--- src/rtl/fetch_pkg.sv ---
// Shared types and constants for the instruction-fetch stage.
package fetch_pkg;

    localparam int          DEFAULT_XLEN     = 32;
    localparam logic [31:0] DEFAULT_RESET_PC = 32'h0000_0000;
    localparam int          PC_STEP          = 4;

    typedef enum logic [1:0] {
        REQ     = 2'd0,
        WAIT    = 2'd1,
        DISCARD = 2'd2
    } fetch_state_t;

endpackage

--- src/rtl/fetch_if.sv ---
// Redirect, instruction-memory and decode-side signals of the fetch stage.
interface fetch_if #(
    parameter int XLEN = fetch_pkg::DEFAULT_XLEN
);
    logic            redirect_valid;
    logic [XLEN-1:0] redirect_pc;
    logic            imem_req;
    logic [XLEN-1:0] imem_addr;
    logic            imem_gnt;
    logic            imem_rvalid;
    logic [XLEN-1:0] imem_rdata;
    logic            id_valid;
    logic            id_ready;
    logic [XLEN-1:0] id_pc;
    logic [XLEN-1:0] id_instr;

    modport master (
        input  redirect_valid, redirect_pc, imem_gnt, imem_rvalid, imem_rdata, id_ready,
        output imem_req, imem_addr, id_valid, id_pc, id_instr
    );

    modport slave (
        output redirect_valid, redirect_pc, imem_gnt, imem_rvalid, imem_rdata, id_ready,
        input  imem_req, imem_addr, id_valid, id_pc, id_instr
    );
endinterface

--- src/rtl/fetch_out_reg.sv ---
// Single-entry valid/ready register holding the {pc, instr} handed to decode.
module fetch_out_reg #(
    parameter int XLEN = fetch_pkg::DEFAULT_XLEN
) (
    input  logic            clk,
    input  logic            rst,
    input  logic            load,
    input  logic            flush,
    input  logic            id_ready,
    input  logic [XLEN-1:0] pc,
    input  logic [XLEN-1:0] instr,
    output logic            id_valid,
    output logic [XLEN-1:0] id_pc,
    output logic [XLEN-1:0] id_instr
);

    // NOTE: sequential state uses <= so every flop samples pre-edge values.
    always_ff @(posedge clk or negedge rst) begin
        if (!rst) begin
            id_valid <= 1'b0;
        end else if (flush) begin
            id_valid <= 1'b0;
        end else if (load) begin
            id_valid <= 1'b1;
        end else if (id_ready) begin
            id_valid <= 1'b0;
        end
    end

    // NOTE: payload is reset too, so decode sees zeros rather than X before the first fetch.
    always_ff @(posedge clk or negedge rst) begin
        if (!rst) begin
            id_pc    <= '0;
            id_instr <= '0;
        end else if (load && !flush) begin
            id_pc    <= pc;
            id_instr <= instr;
        end
    end

endmodule

--- src/rtl/fetch_stage.sv ---
// Fetch PC register, single-outstanding imem request FSM and redirect handling.
module fetch_stage
    import fetch_pkg::*;
#(
    parameter int              XLEN     = DEFAULT_XLEN,
    parameter logic [XLEN-1:0] RESET_PC = XLEN'(DEFAULT_RESET_PC)
) (
    input  logic     clk,
    input  logic     rst,
    fetch_if.master  bus
);

    fetch_state_t    state;
    fetch_state_t    state_next;
    logic [XLEN-1:0] fetch_pc;
    logic [XLEN-1:0] req_pc;
    logic [XLEN-1:0] redirect_target;
    logic            buf_free;
    logic            imem_req;
    logic            issue;
    logic            load;

    assign buf_free        = !bus.id_valid || bus.id_ready;
    assign redirect_target = bus.redirect_pc & ~XLEN'(2'b11);
    assign issue           = imem_req && bus.imem_gnt;
    assign bus.imem_req    = imem_req;
    assign bus.imem_addr   = fetch_pc;

    always_ff @(posedge clk or negedge rst) begin
        if (!rst) begin
            state <= REQ;
        end else begin
            state <= state_next;
        end
    end

    // NOTE: state_next gets a default first so no path leaves it unassigned (no latch).
    always_comb begin
        state_next = state;
        unique case (state)
            REQ: begin
                if (issue) state_next = WAIT;
            end
            WAIT: begin
                if (bus.imem_rvalid)         state_next = REQ;
                else if (bus.redirect_valid) state_next = DISCARD;
            end
            DISCARD: begin
                // A redirect here only moves the PC; the pending response still has to drain.
                if (bus.imem_rvalid) state_next = REQ;
            end
            default: state_next = REQ;
        endcase
    end

    // Request is gated by rst so it drops the instant reset asserts.
    always_comb begin
        imem_req = rst && (state == REQ) && buf_free && !bus.redirect_valid;
        load     = (state == WAIT) && bus.imem_rvalid && !bus.redirect_valid;
    end

    always_ff @(posedge clk or negedge rst) begin
        if (!rst) begin
            fetch_pc <= RESET_PC;
            req_pc   <= RESET_PC;
        end else if (bus.redirect_valid) begin
            fetch_pc <= redirect_target;
        end else if (issue) begin
            req_pc   <= fetch_pc;
            fetch_pc <= fetch_pc + XLEN'(PC_STEP);
        end
    end

    fetch_out_reg #(.XLEN(XLEN)) u_out_reg (
        .clk      (clk),
        .rst      (rst),
        .load     (load),
        .flush    (bus.redirect_valid),
        .id_ready (bus.id_ready),
        .pc       (req_pc),
        .instr    (bus.imem_rdata),
        .id_valid (bus.id_valid),
        .id_pc    (bus.id_pc),
        .id_instr (bus.id_instr)
    );

endmodule

--- src/flat_wrapper.sv ---
// flat-port wrapper written by rule: the top's interface ports become plain ports
module fetch_stage_flat import fetch_pkg::*;
#(
    parameter int              XLEN     = DEFAULT_XLEN,
    parameter logic [XLEN-1:0] RESET_PC = XLEN'(DEFAULT_RESET_PC)
)
  (clk, rst, bus_redirect_valid, bus_redirect_pc, bus_imem_gnt, bus_imem_rvalid, bus_imem_rdata, bus_id_ready, bus_imem_req, bus_imem_addr, bus_id_valid, bus_id_pc, bus_id_instr);
  fetch_if #(.XLEN(XLEN)) bus_i ();
  input  logic clk;
  input  logic rst;
  input wire logic [$bits(bus_i.redirect_valid)-1:0] bus_redirect_valid;
  input wire logic [$bits(bus_i.redirect_pc)-1:0] bus_redirect_pc;
  input wire logic [$bits(bus_i.imem_gnt)-1:0] bus_imem_gnt;
  input wire logic [$bits(bus_i.imem_rvalid)-1:0] bus_imem_rvalid;
  input wire logic [$bits(bus_i.imem_rdata)-1:0] bus_imem_rdata;
  input wire logic [$bits(bus_i.id_ready)-1:0] bus_id_ready;
  output wire logic [$bits(bus_i.imem_req)-1:0] bus_imem_req;
  output wire logic [$bits(bus_i.imem_addr)-1:0] bus_imem_addr;
  output wire logic [$bits(bus_i.id_valid)-1:0] bus_id_valid;
  output wire logic [$bits(bus_i.id_pc)-1:0] bus_id_pc;
  output wire logic [$bits(bus_i.id_instr)-1:0] bus_id_instr;
  assign bus_i.redirect_valid = bus_redirect_valid;
  assign bus_i.redirect_pc = bus_redirect_pc;
  assign bus_i.imem_gnt = bus_imem_gnt;
  assign bus_i.imem_rvalid = bus_imem_rvalid;
  assign bus_i.imem_rdata = bus_imem_rdata;
  assign bus_i.id_ready = bus_id_ready;
  assign bus_imem_req = bus_i.imem_req;
  assign bus_imem_addr = bus_i.imem_addr;
  assign bus_id_valid = bus_i.id_valid;
  assign bus_id_pc = bus_i.id_pc;
  assign bus_id_instr = bus_i.id_instr;
  fetch_stage #(.XLEN(XLEN), .RESET_PC(RESET_PC)) u_core (.clk(clk), .rst(rst), .bus(bus_i));
endmodule
--- config.mk ---
export PLATFORM = sky130hd
export DESIGN_NAME = fetch_stage_flat
export DESIGN_NICKNAME = d
export VERILOG_FILES = /design/src/rtl/fetch_pkg.sv /design/src/rtl/fetch_if.sv /design/src/rtl/fetch_out_reg.sv /design/src/rtl/fetch_stage.sv /design/src/flat_wrapper.sv
export SDC_FILE = /design/constraint.sdc
export NUM_CORES = 1
export LEC_CHECK = 0
export ABC_AREA = 1
export CELL_PAD_IN_SITES_DETAIL_PLACEMENT = 0
export CELL_PAD_IN_SITES_GLOBAL_PLACEMENT = 1
export CORE_MARGIN = 5
export CORE_UTILIZATION = 30
export DETAILED_ROUTE_END_ITERATION = 10
export PLACE_DENSITY = 0.7
export SYNTH_ARGS = -nofsm -noshare
export SYNTH_HDL_FRONTEND = slang
export SYNTH_SLANG_ARGS = --single-unit
--- constraint.sdc ---
create_clock -name clk -period 1.8 [get_ports clk]
set_clock_uncertainty 0.05 [all_clocks]
set_input_delay 0.36 -clock clk [delete_from_list [all_inputs] [get_ports clk]]
set_output_delay 0.36 -clock clk [all_outputs]
set_load 0.005 [all_outputs]
# Word level (Yosys, flattened, before mapping)
# Index checks and enable logic that the tools add are counted.
# Widths: inputs -> output; s select.
[op_classes] add_sub_neg=1 eq_ne=5 mux=10 bitwise=1 reduce_logical=15
[ops] cell="$mux 32" n=2
[ops] cell="$add 32x3->32 const B" n=1
[ops] cell="$mux 2" n=4
[ops] cell="$logic_and 1x1->1" n=7
[ops] cell="$pmux 2 s3" n=1
[ops] cell="$mux 1" n=3
[ops] cell="$ne 3x3->1 const B" n=1
[ops] cell="$reduce_and 3->1" n=1
[ops] cell="$reduce_bool 3->1" n=1
[ops] cell="$eq 2x1->1 const B" n=1
[ops] cell="$eq 2x2->1 const B" n=1
[ops] cell="$logic_not 1->1" n=2
[ops] cell="$logic_not 2->1" n=1
[ops] cell="$ne 2x1->1 const B" n=1
[ops] cell="$ne 2x2->1 const B" n=1
[ops] cell="$reduce_and 2->1" n=1
[ops] cell="$reduce_bool 2->1" n=1
[ops] cell="$logic_or 1x1->1" n=1
[ops] cell="$not 1->1" n=1
[word_totals] regBits=131 word_cells=38

# Logic depth before layout (Yosys ltp)
[depth] ltp_word=7 ltp_mapped=10 mapped_depth_nobuf=9

# Hierarchy
# A second synthesis with hierarchy kept.
[hier_totals] cells_unflattened=760 hier_area_um2=6084.6
[modules_own_cells] module="fetch_stage" n_inst=1 cells_each=477 area_each_um2=3497.1
[modules_own_cells] module="fetch_out_reg" n_inst=1 cells_each=283 area_each_um2=2587.5

# Worst setup path after synthesis
# OpenSTA, ideal clock, no wires.
[synth_path] path_type="flip-flop to flip-flop" startpoint="register u_core.fetch_pc[3] (netlist: u_core.bus.imem_addr[3])" endpoint="register u_core.fetch_pc[26] (netlist: u_core.bus.imem_addr[26])" setup_time_ps=117 arrival_ps=1278 required_ps=1633 slack_ps=355 path_stages_with_launch=9 path_buffers=0 synth_period_minus_slack_ps=1445 path_cell_list="dfrtp_1 ha_1 nand2_1 nor2_2 nand2_2 nor2_2 nand3_1 nand3_1 nand2_1"
[synth_between] elab_chain_len=3
[synth_rtl] item="start, declared" line_no="fetch_stage.sv:15" source="logic [XLEN-1:0] fetch_pc;"
[synth_rtl] item="start signal, assigned" line_no="fetch_stage.sv:67" source="fetch_pc <= redirect_target;"
[synth_rtl] item="start signal, assigned" line_no="fetch_stage.sv:70" source="fetch_pc <= fetch_pc + XLEN'(PC_STEP);"
[synth_rtl] item="$add 32x3->32" line_no="fetch_stage.sv:70"
[synth_rtl] item="$mux 32" line_no="fetch_stage.sv:68" source="end else if (issue) begin"
[synth_rtl] item="$mux 32" line_no="fetch_stage.sv:66" source="end else if (bus.redirect_valid) begin"
# No other way between the ends. The select of a mux whose other input is x is not followed.
# A chain may end at the register's enable or synchronous reset.

# Final worst setup path
[layout_path] startpoint="register u_core.fetch_pc[30] (netlist: u_core.bus.imem_addr[30])" endpoint="output bus_imem_addr[30]"
[layout_lines] item="end, declared" line_no="flat_wrapper.sv:18" source="output wire logic [$bits(bus_i.imem_addr)-1:0] bus_imem_addr;"
# No word-level cell between the ends.

==> out/results.md <==
| Result | This run | Unit |
|:---|:---|:---|
| Count of TritonRoute iterations in the first routing pass | 4 | - |
| Path length in cells of the critical path | 1 | - |
| Cell-by-cell trace of the critical path | clkdlybuf4s50_1 | - |
| CP startpoint kind | flop | - |
| Cell row count | 51 | - |
| Top Metal Used | met4 | - |
| Routed wl met2 | 7490 | um |
| H-tree level count | 4 | - |
| GRT Overall Usage | 15.1 | % |
| Buffers on Ports | 161 | - |
| CP delay by family, top | buffers and inverters | - |
| Sum of overflow across all layers after global routing | 0 | - |
| Core region area | 19,400 | um2 |
| Clock network latency to the later pin of the worst-skew pair | 410 | ps |
| First-pass GRT wire length | 26,400 | um |
| Met3 wire len | 911 | um |
| Layout Nets | 900 | - |
| Die Wd | 150 | um |
| Vias post-DR | 4,789 | - |
| Power density over the cells | 1170 | nW/um2 |
| Period minus WS final | 1760 | ps |
| Beginning of the worst register-to-register path | u_core.bus.imem_addr[3] | - |
| Warnings, synthesis | 0 | - |
| Remaining antenna violation count after routing | 0 | - |
| Highest clock frequency the design can meet | 567 | MHz |
| Result of the run | finished clean | - |
| Share of the yosys chip area belonging to registers | 53.1 | % |
| Total negative slack for setup checks | 0 | ps |
| Capturing element type of the critical path | primary output | - |
| Wire per inst | 14.9 | um |
| Worst path buffer plus inverter count | 1 | - |
| Worst ir drop on vdd | 0.412 | mV |
| Main synth FF type | dfrtp_1 | - |
| HPWL after detailed placement | 12,100 | um |
| Crit Reg-Reg Endpoint | u_core.bus.imem_addr[26] | - |
| Fraction of synthesized cell area taken by the top area cell type | 53.1 | % |
| DRC errors left | 0 | - |
| Total length of routed wires | 16,400 | um |
| Count of clock tree sinks | 125 | - |
| Die height | 150 | um |
| Arrival @ worst endpoint | 1350 | ps |
| Worst max-slew margin expressed relative to the limit | 54.3 | % |
| EDFF count, synth | 0 | - |
| Pin count of the biggest net entering global routing | 126 | - |
| Number of synthesized register bits | 125 | - |
| Vias in the first global route | 4,898 | - |
| CP peak stage delay | 520 | ps |
| Overall power consumption | 10.3 | mW |
| Number of antenna repair diodes | 0 | - |
| Number of fillers in the final layout | 1,919 | - |
| Most repeated cell in the gate-level netlist after synthesis | nand2_1 | - |
| Endpoints failing setup | 0 | - |
| Post-detailed-route via-to-cell ratio | 4.33 | - |
| TritonCTS Buffers | 17 | - |
| Post-synthesis instance area | 5890 | um2 |
| Clock-pin slew reported for the worst setup and hold paths after clock tree synthesis | 60 | ps |
| Distinct cells, synth | 29 | - |
| Slowest-stage cell, CP | clkdlybuf4s50_1 | - |
| Placement-stage worst setup slack | -230 | ps |
| Post-layout worst setup margin | 37.1 | ps |
| Hold Crit Class | primary input to async pin | - |
| Max-capacitance violation count | 0 | - |
| Pleak | 4.10 | nW |
| Number of buffers on the longest clock path | 2 | - |
| Number of antenna violations at the first check in global routing | 0 | - |
| Final Hold Vio Count | 0 | - |
| Average instance area after synthesis | 9.54 | um2 |
| Flop-to-flop setup slack | 160 | ps |
| Top cells by area in the synthesized netlist | dfrtp_1 (53%), nand2_1 (11%), mux2_4 (8.4%) | - |
| Length in cells of the worst reg-to-reg path | 9 | - |
| Type of the worst setup path | flop to primary output | - |
| Growth of design area from synthesis to finish | 49.5 | % |
| Iteration-0 DRC Markers | 254 | - |
| Worst Tran Pin Value | 686 | ps |
| Cell taking the most area after synthesis | dfrtp_1 | - |
| Fin crit share | 97.9 | % |
| Die outline area | 22,500 | um2 |
| Layout cell share with drive strength beyond 1 | 20.9 | % |
| List of most frequent post-synthesis cells | nand2_1 (173), dfrtp_1 (125), inv_1 (58) | - |
| Final weighted congestion of routability-driven global placement | 0.787 | - |
| Worst Path Max Fanout | 4 | - |
| Fin. max-slew vios | 0 | - |
| Detailed-routing wirelength on met1 | 7620 | um |
| Cell count after synthesis | 617 | - |
| Required time at the worst-slack endpoint | 1390 | ps |
| Asr flop ratio synth | 100 | % |
| Top-Level Pins | 168 | - |
| Initial core utilization | 30.4 | % |
| Clock tree from TritonCTS | yes | - |
| Clock root buffer | clkbuf_16 | - |
## sequential cells by signal (all words and copies together) (netlist names)
| register | flops |
|---|---|
| u_core.u_out_reg.id_instr | 32 |
| u_core.req_pc | 30 |
| u_core.u_out_reg.id_valid | 1 |
| u_core.state | 2 |
| u_core.bus.imem_addr | 30 |
| u_core.u_out_reg.id_pc | 30 |
## where the power goes
group	total [mW]	switching (mW)	internal (mW)
clock	3.61	1.29	2.32
combinational	2.74	0.945	1.80
sequential	3.94	0.409	3.53
## through the flow
stage                     cells  area [um2]  hold WS, ps  utilization (%)
after floorplan             620        5900         14.4                -
after global placement     1044        7930          414             40.9
after detailed placement   1044        7930          424             40.9
after CTS                  1094        8700         99.0             44.9
after global routing       1107        8800         92.5             45.4
final                      1107        8800         40.1             45.4
## layout make-up
class / instances / area [um2] / area share [%]
well taps: 265 / 332 / 3.77
repair buffers: 217 / 2110 / 24.0
flip-flops and latches: 125 / 3140 / 35.7
multi-input cells: 409 / 2370 / 27.0
clock buffers: 18 / 429 / 4.88
inverters: 59 / 221 / 2.52
clock inverters: 14 / 194 / 2.20
## layer usage
metal,vias to the layer above,GRT usage [%]
li1,2416,-
met1,2231,19.8
met2,119,23.7
met3,23,4.36
met4,0,5.81
met5,-,0
## logic make-up after synthesis
| group | after synthesis | synth area share (%) |
|---|---|---|
| AOI/OAI and AO/OA | 64 | 5.70 |
| xor gates and xnor gates | 3 | 0.446 |
| adders and majority gates | 1 | 0.212 |
| buffers and inverters | 86 | 7.03 |
| DFF | 125 | 53.1 |
| muxes | 59 | 13.4 |
| other | 1 | 0.0637 |
| and+or+nand+nor | 278 | 20.0 |
## placed cells by master, fill, tap and decap left out, types with 2 or more instances in the layout
cell type / netlist / layout
nand2_2: 2 / 2
bufinv_16: 0 / 4
clkinv_4: 0 / 2
o21ai_1: 4 / 4
dfrtp_1: 125 / 114
nor2_1: 34 / 33
nand2_1: 173 / 173
clkinv_2: 0 / 2
clkinvlp_4: 0 / 5
o211ai_1: 5 / 5
nor2_2: 6 / 7
buf_4: 7 / 50
and2_1: 3 / 3
mux2_2: 26 / 26
buf_12: 0 / 7
clkdlybuf4s50_1: 0 / 156
clkbuf_16: 0 / 17
conb_1: 1 / 4
o21ai_0: 54 / 54
nand3_1: 53 / 52
inv_1: 58 / 58
dlygate4sd2_1: 0 / 2
mux2_4: 33 / 33
xor2_1: 2 / 2
dfrtp_2: 0 / 11
nor2_4: 2 / 2
## worst max path at each step
stage / start / to / slack (ps)
after detailed placement: bus_redirect_valid / bus_imem_req / -230
final: u_core.bus.imem_addr[30] / bus_imem_addr[30] / 40
after global placement: bus_redirect_valid / bus_imem_req / -210
after global routing: u_core.bus.imem_addr[17] / bus_imem_addr[17] / -7
after floorplan: u_core.bus.imem_addr[3] / u_core.bus.imem_addr[26] / 360
after CTS: u_core.bus.imem_addr[13] / bus_imem_addr[13] / 1
## repair_timing
action | 4_1_cts | 5_1_grt
endpoints found under the setup margin | 25 | 13
hold buffers | 0 | 0
buffers inserted | 18 | 13
gates resized for setup | 15 | 4
pin swaps | 1 | 2
No activity file was read; power rests on OpenSTA's default activity.
==> variant: new RTL, same settings <==
Reset style: synchronous (`rst`), changed in 4 clocked blocks.
--- a/src/rtl/fetch_out_reg.sv
+++ b/src/rtl/fetch_out_reg.sv
@@ -17,3 +17,3 @@
     // NOTE: sequential state uses <= so every flop samples pre-edge values.
-    always_ff @(posedge clk or negedge rst) begin
+    always_ff @(posedge clk) begin
         if (!rst) begin
@@ -30,3 +30,3 @@
     // NOTE: payload is reset too, so decode sees zeros rather than X before the first fetch.
-    always_ff @(posedge clk or negedge rst) begin
+    always_ff @(posedge clk) begin
         if (!rst) begin
--- a/src/rtl/fetch_stage.sv
+++ b/src/rtl/fetch_stage.sv
@@ -28,3 +28,3 @@
 
-    always_ff @(posedge clk or negedge rst) begin
+    always_ff @(posedge clk) begin
         if (!rst) begin
@@ -61,3 +61,3 @@
 
-    always_ff @(posedge clk or negedge rst) begin
+    always_ff @(posedge clk) begin
         if (!rst) begin
Formal check against the unedited RTL: differs if rst is asserted again (counterexample within 4 cycles, from zero or initial values and one cycle with rst low); with rst held inactive, the same outputs for 4 cycles.
==> variant against the original RTL <==
First-iteration DRC count rose by 35%. Wire length increased by 11%. Design area down 3.5%. Setup slack improved by 0.019 ns. Count of clock-buffer cells in the layout is the same. Sequential cell count unchanged. Synthesized area fell by 6.2%. Critical path depth unchanged. Maximum frequency is 1.1% higher. Highest routed layer unchanged.
Power is not compared: it rests on default switching activity, and its combinational part moved more than twofold at a synthesized area within 25%.
==> variant: results (changes against the original RTL) <==
<table>
<tr><th>Metric</th><th>Value</th></tr>
<tr><th colspan="2">Routing</th></tr>
<tr><td>Detailed router's first-iteration violation count</td><td>342 (was 254)</td></tr>
<tr><th colspan="2">Yosys</th></tr>
<tr><td>Most instantiated cells after synthesis</td><td>sky130_fd_sc_hd__nor2_1, sky130_fd_sc_hd__nand2_1, sky130_fd_sc_hd__dfxtp_1 (was sky130_fd_sc_hd__nand2_1, sky130_fd_sc_hd__dfrtp_1, sky130_fd_sc_hd__inv_1)</td></tr>
<tr><td>Ys async rst share</td><td>0% (was 100%)</td></tr>
<tr><td>Number of standard cells after synthesis</td><td>830 (was 617)</td></tr>
<tr><td>Part of the Yosys area used for sequential elements</td><td>45.3% (was 53.1%)</td></tr>
<tr><td>Adder-cell share of the synthesized area</td><td>0.227% (was 0.212%)</td></tr>
<tr><td>Cells taking the most area after synthesis</td><td>sky130_fd_sc_hd__dfxtp_1, sky130_fd_sc_hd__nor2_1, sky130_fd_sc_hd__nand2_1, sky130_fd_sc_hd__o21ai_0, sky130_fd_sc_hd__inv_1 (was sky130_fd_sc_hd__dfrtp_1, sky130_fd_sc_hd__nand2_1, sky130_fd_sc_hd__mux2_4, sky130_fd_sc_hd__mux2_2, sky130_fd_sc_hd__o21ai_0)</td></tr>
<tr><td>Share of cell area taken by muxes after synthesis</td><td>0% (was 13.4%)</td></tr>
<tr><th colspan="2">Layout</th></tr>
<tr><td>Share of layout cells above drive strength 1</td><td>13.5% (was 20.9%)</td></tr>
<tr><th colspan="2">Worst setup path</th></tr>
<tr><td>R2R cell count</td><td>12 (was 9)</td></tr>
<tr><td>Crit Reg-Reg Endpoint</td><td>u_core.bus.imem_addr[22]$_SDFFE_PN0P_ (was u_core.bus.imem_addr[26]$_DFFE_PN0P_)</td></tr>
<tr><td>Data arrival time of the critical path</td><td>1.33 ns (was 1.35 ns)</td></tr>
<tr><td>End point of the critical path</td><td>bus_imem_addr[20] (was bus_imem_addr[30])</td></tr>
<tr><th colspan="2">Placement</th></tr>
<tr><td>Placement-stage worst setup slack</td><td>-0.294 ns (was -0.230 ns)</td></tr>
<tr><td>RD Place Congestion</td><td>0.810 (was 0.787)</td></tr>
<tr><td>Area post-placement</td><td>7750 um2 (was 7930 um2)</td></tr>
<tr><td>DPL Wire Length</td><td>12900 um (was 12100 um)</td></tr>
<tr><th colspan="2">GRT</th></tr>
<tr><td>Pin count of the biggest net entering global routing</td><td>71 (was 126)</td></tr>
<tr><th colspan="2">Min path</th></tr>
<tr><td>Worst min-delay path class</td><td>input port to register (was input port to async pin)</td></tr>
<tr><th colspan="2">Run status</th></tr>
<tr><td>Outcome</td><td>complete, no violations (unchanged)</td></tr>
</table>
## variant: cell types whose count changed after synthesis, sizes merged, moves of 29 or more
cell	unedited run	this run
nor2	42	218
dfrtp	125	0
dfxtp	0	125
mux2	59	0
o21ai	58	106
nand2	176	143
a21oi	0	29
## variant: final cells by class
type	instances	area, um2	share of cell area, %
Sequential cell	125	2550	30.0
Multi-Input combinational cell	579	2540	29.9
Timing Repair Buffer	227	2190	25.8
Clock buffer	18	429	5.05
Inverter	84	315	3.71
Tap cell	229	287	3.37
Clock inverter	14	180	2.12
Antenna cell	1	2.50	0.0295
## variant: metal layers
layer	vias to the layer above	GRT usage, %	part of all wire, %
met5	-	0	0
met4	0	6.16	0.88
met3	8	4.39	5.7
met2	146	25.6	44
met1	2555	23.7	49
li1	3021	-	-
## variant: repair_timing
action	CTS	global route
setup buffers	5	0
endpoints found under the setup margin	23	29
resized for setup	27	30
pin swaps	1	4
